===== config.mk =====
export PLATFORM = sky130hd
export DESIGN_NAME = exec_mdu_ctrl_flat
export DESIGN_NICKNAME = d
export VERILOG_FILES = /design/src/rtl/exec_mdu_ctrl_if.sv /design/src/rtl/exec_mdu_ctrl.sv /design/src/flat_wrapper.sv
export SDC_FILE = /design/constraint.sdc
export NUM_CORES = 1
export LEC_CHECK = 0
export ABC_CLOCK_PERIOD_IN_PS = 3150
export BUFFER_PORTS_ARGS = -buffer_cell sky130_fd_sc_hd__clkbuf_2
export CORE_UTILIZATION = 37
export DETAILED_ROUTE_END_ITERATION = 6
export HOLD_SLACK_MARGIN = 0.02
export PLACE_DENSITY = 0.54
export SYNTH_ARGS = -nofsm -noshare
export SYNTH_HDL_FRONTEND = slang
export SYNTH_SLANG_ARGS = --single-unit
export TNS_END_PERCENT = 100

===== constraint.sdc =====
create_clock -name clk -period 3.15 [get_ports clk]
set_input_delay 0.315 -clock clk [delete_from_list [all_inputs] [get_ports clk]]
set_output_delay 0.315 -clock clk [all_outputs]
set_load 0.02 [all_outputs]

===== src/rtl/exec_mdu_ctrl_if.sv =====
// Request/response bundle between the execute stage and the RV32M multiply/divide sequencer.
// master = core side (drives request and flush), slave = exec_mdu_ctrl.
interface exec_mdu_ctrl_if #(
    parameter int XLEN = 32
);
    logic            req_valid;
    logic            req_ready;
    logic [2:0]      funct3;
    logic [XLEN-1:0] op_a;
    logic [XLEN-1:0] op_b;
    logic            flush;
    logic            stall;
    logic            rsp_valid;
    logic [XLEN-1:0] rsp_result;

    modport master (
        output req_valid, funct3, op_a, op_b, flush,
        input  req_ready, stall, rsp_valid, rsp_result
    );

    modport slave (
        input  req_valid, funct3, op_a, op_b, flush,
        output req_ready, stall, rsp_valid, rsp_result
    );
endinterface


===== src/rtl/exec_mdu_ctrl.sv =====
// Iterative RV32M sequencer: 32-step shift-add multiplier and restoring divider, 34-cycle fixed latency.
// Define MDU_DIV_EN to build the divider; without it divide/remainder ops complete with a zero result.
module exec_mdu_ctrl #(
    parameter int XLEN = 32
) (
    input  logic           clk,
    input  logic           rst,
    exec_mdu_ctrl_if.slave bus
);
    localparam int PW = 2 * XLEN;
    localparam logic [1:0] S_IDLE = 2'd0;
    localparam logic [1:0] S_RUN  = 2'd1;
    localparam logic [1:0] S_FIX  = 2'd2;
    localparam logic [1:0] S_DONE = 2'd3;

    logic [1:0]      state;
    logic [4:0]      cnt;
    logic [2:0]      op_q;
    logic            sgn_diff;
    logic [XLEN-1:0] opnd;
    logic [PW-1:0]   acc;
    logic [XLEN-1:0] res_q;

    function automatic logic [XLEN-1:0] cond_neg_x(input logic [XLEN-1:0] v, input logic n);
        return n ? (~v + 1'b1) : v;
    endfunction

    function automatic logic [PW-1:0] cond_neg_p(input logic [PW-1:0] v, input logic n);
        return n ? (~v + 1'b1) : v;
    endfunction

    logic            sgn_a, sgn_b, a_neg, b_neg;
    logic [XLEN-1:0] abs_a, abs_b;

    always_comb begin
        sgn_a = (bus.funct3 == 3'b001) || (bus.funct3 == 3'b010) ||
                (bus.funct3 == 3'b100) || (bus.funct3 == 3'b110);
        sgn_b = (bus.funct3 == 3'b001) || (bus.funct3 == 3'b100) || (bus.funct3 == 3'b110);
        a_neg = sgn_a & bus.op_a[XLEN-1];
        b_neg = sgn_b & bus.op_b[XLEN-1];
        abs_a = cond_neg_x(bus.op_a, a_neg);
        abs_b = cond_neg_x(bus.op_b, b_neg);
    end

`ifdef MDU_DIV_EN
    logic            neg_rem, div_zero, div_ovf;
    logic [XLEN:0]   div_sub;
    logic [XLEN-1:0] quot, rem;
`endif

    // One iteration: multiply adds the multiplicand into the high half and shifts right;
    // divide shifts remainder:quotient left and keeps the trial subtraction if it did not borrow.
    logic [XLEN:0]   mul_sum;
    logic [PW-1:0]   mul_next, step_next;

    always_comb begin
        mul_sum   = {1'b0, acc[PW-1:XLEN]} + {1'b0, {XLEN{acc[0]}} & opnd};
        mul_next  = {mul_sum, acc[XLEN-1:1]};
        step_next = op_q[2] ? acc : mul_next;
`ifdef MDU_DIV_EN
        div_sub = acc[PW-1:XLEN-1] - {1'b0, opnd};
        if (op_q[2]) begin
            step_next = div_sub[XLEN] ? {acc[PW-2:0], 1'b0}
                                      : {div_sub[XLEN-1:0], acc[XLEN-2:0], 1'b1};
        end
`endif
    end

    logic [PW-1:0]   prod;
    logic [XLEN-1:0] fix_res;

    always_comb begin
        prod    = cond_neg_p(acc, sgn_diff);
        fix_res = (op_q[1:0] == 2'b00) ? prod[XLEN-1:0] : prod[PW-1:XLEN];
        if (op_q[2]) fix_res = '0;
`ifdef MDU_DIV_EN
        quot = cond_neg_x(acc[XLEN-1:0], sgn_diff);
        rem  = cond_neg_x(acc[PW-1:XLEN], neg_rem);
        // Divide-by-zero leaves |op_a| as remainder, which re-signs back to op_a.
        if (div_zero) quot = '1;
        if (div_ovf) begin
            quot = {1'b1, {(XLEN-1){1'b0}}};
            rem  = '0;
        end
        if (op_q[2]) fix_res = op_q[1] ? rem : quot;
`endif
    end

    always_ff @(posedge clk or negedge rst) begin
        if (!rst) begin
            state    <= S_IDLE;
            cnt      <= '0;
            op_q     <= '0;
            sgn_diff <= 1'b0;
            opnd     <= '0;
            acc      <= '0;
            res_q    <= '0;
`ifdef MDU_DIV_EN
            neg_rem  <= 1'b0;
            div_zero <= 1'b0;
            div_ovf  <= 1'b0;
`endif
        end else if (bus.flush) begin
            state <= S_IDLE;
            cnt   <= '0;
        end else begin
            case (state)
                S_IDLE: begin
                    if (bus.req_valid) begin
                        state    <= S_RUN;
                        cnt      <= '0;
                        op_q     <= bus.funct3;
                        sgn_diff <= a_neg ^ b_neg;
                        opnd     <= bus.funct3[2] ? abs_b : abs_a;
                        acc      <= {{XLEN{1'b0}}, (bus.funct3[2] ? abs_a : abs_b)};
`ifdef MDU_DIV_EN
                        neg_rem  <= a_neg;
                        div_zero <= (bus.op_b == '0);
                        div_ovf  <= sgn_b && (bus.op_a == {1'b1, {(XLEN-1){1'b0}}}) &&
                                    (bus.op_b == '1);
`endif
                    end
                end
                S_RUN: begin
                    acc <= step_next;
                    cnt <= cnt + 5'd1;
                    if (cnt == 5'd31) state <= S_FIX;
                end
                S_FIX: begin
                    res_q <= fix_res;
                    state <= S_DONE;
                end
                default: state <= S_IDLE;
            endcase
        end
    end

    assign bus.req_ready  = (state == S_IDLE);
    assign bus.rsp_valid  = (state == S_DONE) && !bus.flush;
    assign bus.stall      = bus.req_valid & ~bus.rsp_valid;
    assign bus.rsp_result = res_q;
endmodule


===== src/flat_wrapper.sv =====
// flat-port wrapper written by rule: the top's interface ports become plain ports
module exec_mdu_ctrl_flat 
#(
    parameter int XLEN = 32
)
  (clk, rst, bus_req_valid, bus_funct3, bus_op_a, bus_op_b, bus_flush, bus_req_ready, bus_stall, bus_rsp_valid, bus_rsp_result);
  exec_mdu_ctrl_if #(.XLEN(XLEN)) bus_i ();
  input  logic clk;
  input  logic rst;
  input wire logic [$bits(bus_i.req_valid)-1:0] bus_req_valid;
  input wire logic [$bits(bus_i.funct3)-1:0] bus_funct3;
  input wire logic [$bits(bus_i.op_a)-1:0] bus_op_a;
  input wire logic [$bits(bus_i.op_b)-1:0] bus_op_b;
  input wire logic [$bits(bus_i.flush)-1:0] bus_flush;
  output wire logic [$bits(bus_i.req_ready)-1:0] bus_req_ready;
  output wire logic [$bits(bus_i.stall)-1:0] bus_stall;
  output wire logic [$bits(bus_i.rsp_valid)-1:0] bus_rsp_valid;
  output wire logic [$bits(bus_i.rsp_result)-1:0] bus_rsp_result;
  assign bus_i.req_valid = bus_req_valid;
  assign bus_i.funct3 = bus_funct3;
  assign bus_i.op_a = bus_op_a;
  assign bus_i.op_b = bus_op_b;
  assign bus_i.flush = bus_flush;
  assign bus_req_ready = bus_i.req_ready;
  assign bus_stall = bus_i.stall;
  assign bus_rsp_valid = bus_i.rsp_valid;
  assign bus_rsp_result = bus_i.rsp_result;
  exec_mdu_ctrl #(.XLEN(XLEN)) u_core (.clk(clk), .rst(rst), .bus(bus_i));
endmodule

# ---- Word-level counts from Yosys, hierarchy flattened
# Index checks and enable logic that the tools add are counted.
dict set report totals {
  word_cells 67
  output_inout_bits 35
  reg_bits 139
}
dict set report classes {
  n_eq_ne 12
  bitwise_logic 10
  addsub 5
  n_mux 17
  n_reduce_logical 16
}
# cell n
set op_table {}
lappend op_table {{two-way mux 32 bit} 6}
lappend op_table {{two-way mux 64 bit} 3}
lappend op_table {{case mux 64 bit (2 select lines)} 1}
lappend op_table {{adder 32 x 1 -> 32 bit, second input constant} 2}
lappend op_table {{adder 64 x 1 -> 64 bit, second input constant} 1}
lappend op_table {{inverter 32 bit} 2}
lappend op_table {{inverter 64 bit} 1}
lappend op_table {{adder 32 x 32 -> 33 bit} 1}
lappend op_table {{AND 32 bit} 1}
lappend op_table {{two-way mux 5 bit} 2}
lappend op_table {{case mux 5 bit (2 select lines)} 1}
lappend op_table {{equality test 3 bit, second input constant} 2}
lappend op_table {{two-way mux 2 bit} 3}
lappend op_table {{case mux 2 bit (3 select lines)} 1}
lappend op_table {{AND reduction 2 bit} 3}
lappend op_table {{adder 5 x 1 -> 5 bit, second input constant} 1}
lappend op_table {{equality test 5 bit, second input constant} 1}
lappend op_table {{logical OR 1 bit} 5}
lappend op_table {{equality test 2 bit, second input constant} 2}
lappend op_table {{logical NOT 2 bit} 2}
lappend op_table {{inequality test 2 bit, second input constant} 2}
lappend op_table {{AND reduction 4 bit} 1}
lappend op_table {{AND 1 bit} 3}
lappend op_table {{equality test 3 x 1 -> 1 bit, second input constant} 1}
lappend op_table {{other kinds (11)} 12}

# ---- Longest topological paths before layout
dict set report logic_depth {
  depth_word 9
  mapped_depth 12
}

# ---- Worst setup path after synthesis
# No wires, ideal clock.
dict set report synth_path {
  path_type {reg2reg}
  start {reg u_core.acc[0]}
  end {reg u_core.acc[59]}
  t_arrival_ns 2.804
  path_slack_ns 0.264
  required_ns 3.067
  stages_incl_launch_ff 13
  path_cell_list {dfrtp_1 -> clkbuf_1 -> and2_1 -> ha_1 -> inv_1 -> fa_1 -> nor2b_1 -> o211ai_1 -> a31oi_1 -> a41o_1 -> a21oi_1 -> or4_1 -> o21ai_0}
}
dict set report synth_via {
  elab_chain_len 4
}
# item line
set synth_lines {}
lappend synth_lines {{start: declaration} exec_mdu_ctrl.sv:21} ;# logic [PW-1:0] acc;
lappend synth_lines {{start signal: assignment} exec_mdu_ctrl.sv:115} ;# acc <= {{XLEN{1'b0}}, (bus.funct3[2] ? abs_a : abs_b)};
lappend synth_lines {{start signal: assignment} exec_mdu_ctrl.sv:125} ;# acc <= step_next;
lappend synth_lines {{AND 32 bit} exec_mdu_ctrl.sv:57} ;# mul_sum = {1'b0, acc[PW-1:XLEN]} + {1'b0, {XLEN{acc[0]}} & opnd};
lappend synth_lines {{adder 32 x 32 -> 33 bit} exec_mdu_ctrl.sv:57}
lappend synth_lines {{two-way mux 64 bit} exec_mdu_ctrl.sv:59} ;# step_next = op_q[2] ? acc : mul_next;
lappend synth_lines {{case mux 64 bit (2 select lines)} exec_mdu_ctrl.sv:107} ;# case (state)
# No other way between the ends. The select of a mux whose other input is x is not followed.
# A chain may end at the register's enable or synchronous reset.

# ---- Worst setup path in the final report
dict set report layout_path {
  start {reg u_core.acc[15]}
  end {reg u_core.res_q[6], in the netlist u_core.bus.rsp_result[6]}
}
dict set report layout_via {
  elab_chain_len 5
}
# item line
set layout_lines {}
lappend layout_lines {{inverter 64 bit} exec_mdu_ctrl.sv:29} ;# return n ? (~v + 1'b1) : v;
lappend layout_lines {{adder 64 x 1 -> 64 bit} exec_mdu_ctrl.sv:29}
lappend layout_lines {{two-way mux 64 bit} exec_mdu_ctrl.sv:29}
lappend layout_lines {{two-way mux 32 bit} exec_mdu_ctrl.sv:74} ;# fix_res = (op_q[1:0] == 2'b00) ? prod[XLEN-1:0] : prod[PW-1:XLEN];
lappend layout_lines {{two-way mux 32 bit} exec_mdu_ctrl.sv:75} ;# if (op_q[2]) fix_res = '0;
lappend layout_lines {{end signal: assignment} exec_mdu_ctrl.sv:130} ;# res_q <= fix_res;
lappend layout_lines {{end: declaration} exec_mdu_ctrl.sv:22} ;# logic [XLEN-1:0] res_q;
# No other way between the ends.

==> metrics <==
Seq/Total Area, Yosys=0.319; final wirelength=39.5 mm; Worst-Margin Slew=0.903 ns; slew margin rel.=0.392; Setup violations, final=0; H-Tree Depth=4; # clock sinks=139; fin crit period=3.04 ns; worst vdd ir=0.000404 V; Row Count=62; Main synth FF type=dfrtp_1; Worst Path Max Fanout=5; Skew-Pair Late Insertion Delay=0.43 ns; DRC errors left=0; CP endpoint kind=flop; GPL Wtd Cong=0.983; gr ovfl total=0; total CTS buffers=17; initial antenna violation count=0; Multi-input gate area=7070 um2; initial core utilization=0.378; TritonCTS clock tree=done; Antenna Nets Post-Route=0; WL/cell=21.7 um; core area=28900 um2; first-pass GRT wire length=61.5 mm; fillers=2976; max_cap viols=0; root buffer cell=clkbuf_16; outcome=finished clean; RSZ-0062 raised after global routing=false; FF+latch area=3480 um2; Clock Tree Buf Depth=2; total setup buffers inserted after CTS=0; EDFF count, synth=0; vias post-DR=10761; largest net degree at the start of global routing=68; ys async rst share=1.00; Syn Inst Count=1317; CTS clk-pin slew, worst paths=0.07 ns; maximum clock rate=329 MHz; yosys synthesis warning count=0; Yosys cell types=65; Area Growth Syn to Fin=16.8%; Top Ports=106; Reg2Reg Setup Slack=0.11 ns; non-filler cells, final=1819; Die Height=174 um; via-per-instance ratio=5.92; DRT Pass-1 Iters=7; Port Buf Inserts=105; Worst Path Arrival=3.35 ns; GRT Total Usage=0.264; Final Skew=0.0129 ns; WS Path Type=reg2reg; share of cells above drive strength 1=0.167; Syn Nets=1431; nets@finish=1536; vias in the first global route=10110; dpl hpwl=31.3 mm; Yosys reg bits=139; placed cells=1786; CP Launch Type=flop; Hold Crit Class=in2reg; period utilisation layout=0.966; P_leak=5.47 nW; Hold WS=0.191 ns; die width=174 um; Iter 0 DRT Violations=1178; PwrDens=832 nW/um2; die area=30100 um2; Worst EP required=3.45 ns; final count of hold timing violations=0; Cell Area, Synth=10900 um2; antenna cell count=0; Syn Area/Cell=8.27 um2; Slew Viols, Final=0
## flip-flops by register name, indices dropped and copies added, names as in the netlist
name,count
u_core.state,2
u_core.op_q,3
u_core.acc,64
u_core.bus.rsp_result,32
u_core.cnt,5
u_core.opnd,32
u_core.sgn_diff,1
## synthesized netlist by cell type (3+ instances only)
library cell,n,share of area
nand4_1,16,0.0092
o21a_1,6,0.0041
and3_1,9,0.0052
or3_1,17,0.0098
o221ai_1,30,0.024
o41ai_1,20,0.016
and2_1,34,0.020
o31ai_1,31,0.021
or2_2,10,0.0057
buf_1,5,0.0017
or4_1,18,0.012
nor4_1,19,0.011
a21o_1,15,0.010
xnor2_1,66,0.053
a211oi_1,6,0.0041
nor2_1,90,0.031
ha_1,42,0.048
a31oi_1,12,0.0069
a211o_1,5,0.0040
o21bai_1,5,0.0034
nor2b_1,8,0.0046
nor3b_1,3,0.0021
o211ai_1,10,0.0069
dfrtp_1,139,0.32
a21oi_1,67,0.031
inv_1,20,0.0069
a31o_2,5,0.0040
nor3_1,21,0.0096
or4_4,4,0.0041
mux2_2,9,0.0093
nand2_1,154,0.053
a222oi_1,5,0.0046
a32oi_1,4,0.0032
a32o_1,4,0.0037
nand2b_1,12,0.0069
clkbuf_1,74,0.025
mux2i_1,15,0.014
nand3_1,16,0.0073
xor2_1,62,0.050
a22o_1,3,0.0024
a221o_1,5,0.0046
a22oi_1,43,0.030
o21ai_0,146,0.067
## cell type report
cell class,count,share of cell area
Sequential cell,139,0.273
Timing Repair Buffer,167,0.0824
Tap cell,384,0.0377
Inverter,20,0.00590
Clock inverter,13,0.0113
Clock buffer,19,0.0340
Multi-Input combinational cell,1077,0.555
## critical path, cell delays in order (launching register included)
cell and delay (ns):
dfrtp_1 0.48, nor4_1 0.81, nand4b_1 0.30, or4_1 0.65, o41ai_1 0.37, xor2_1 0.21, o21ai_0 0.09
## cell families (layout without fill, tap and decap cells)
family / after synthesis / count (layout) / share of synthesized area
flip-flops: 139 / 139 / 0.319
AO/OA/AOI/OAI: 439 / 439 / 0.267
multiplexers: 24 / 24 / 0.0231
buffers and inverters: 101 / 219 / 0.0356
XOR/XNOR: 128 / 128 / 0.103
adder cells (fa/ha/maj): 43 / 43 / 0.0501
AND/OR/NAND/NOR: 443 / 443 / 0.202
## through the flow
step | utilization | setup WS, ns | power [W] | area [um2] | setup TNS (ns)
floorplan | - | 0.264 | 0.00643 | 10900 | 0
global placement | 0.420 | -0.150 | 0.00846 | 12100 | -0.269
detailed placement | 0.420 | -0.143 | 0.00848 | 12100 | -0.376
CTS | 0.441 | 0.0234 | 0.0105 | 12700 | 0
global route | 0.441 | 0.0104 | 0.0113 | 12700 | 0
finish | 0.441 | 0.106 | 0.0106 | 12700 | 0
## routing by layer
| metal | global-route usage | vias up | part of all wire |
|---|---|---|---|
| met5 | 0 | - | 0 |
| met4 | 0.0618 | 0 | 0.016 |
| met3 | 0.0296 | 39 | 0.053 |
| met2 | 0.406 | 418 | 0.44 |
| met1 | 0.392 | 5181 | 0.49 |
| li1 | - | 5123 | - |
## repair_timing
action	CTS	global route
resized for setup	1	3
hold endpoints to repair	48	0
hold buffers	1	0
endpoints found under the setup margin	13	15
## path summary, 6_finish.rpt
| kind | cells after the start | endpoint | startpoint |
|---|---|---|---|
| max reg2reg | 6 | u_core.bus.rsp_result[6] | u_core.acc[15] |
| max | 6 | u_core.bus.rsp_result[6] | u_core.acc[15] |
| min in group asynchronous | 2 | u_core.bus.rsp_result[0] | rst |
| max in group asynchronous | 3 | u_core.acc[29] | rst |
| min | 3 | u_core.op_q[0] | bus_funct3[0] |
| min reg2reg | 2 | u_core.bus.rsp_result[29] | u_core.bus.rsp_result[29] |
## cell usage in the layout (no fill, tap or decap), drive strengths merged, types with 21 or more instances in the layout
cell type,count
clkbuf,123
o221ai,30
nor3,22
dfrtp,139
nor2,90
ha,42
a21oi,67
o21ai,148
o31ai,32
buf,62
xor2,62
nand2,154
o41ai,21
a22oi,43
or4,22
inv,22
and2,34
xnor2,66
## power breakdown
part | total (W) | switching [W] | internal (W)
logic | 0.00536 | 0.00333 | 0.00204
clock network | 0.00202 | 0.000852 | 0.00117
registers | 0.00320 | 0.000761 | 0.00244
No activity file was read; power rests on OpenSTA's default activity.
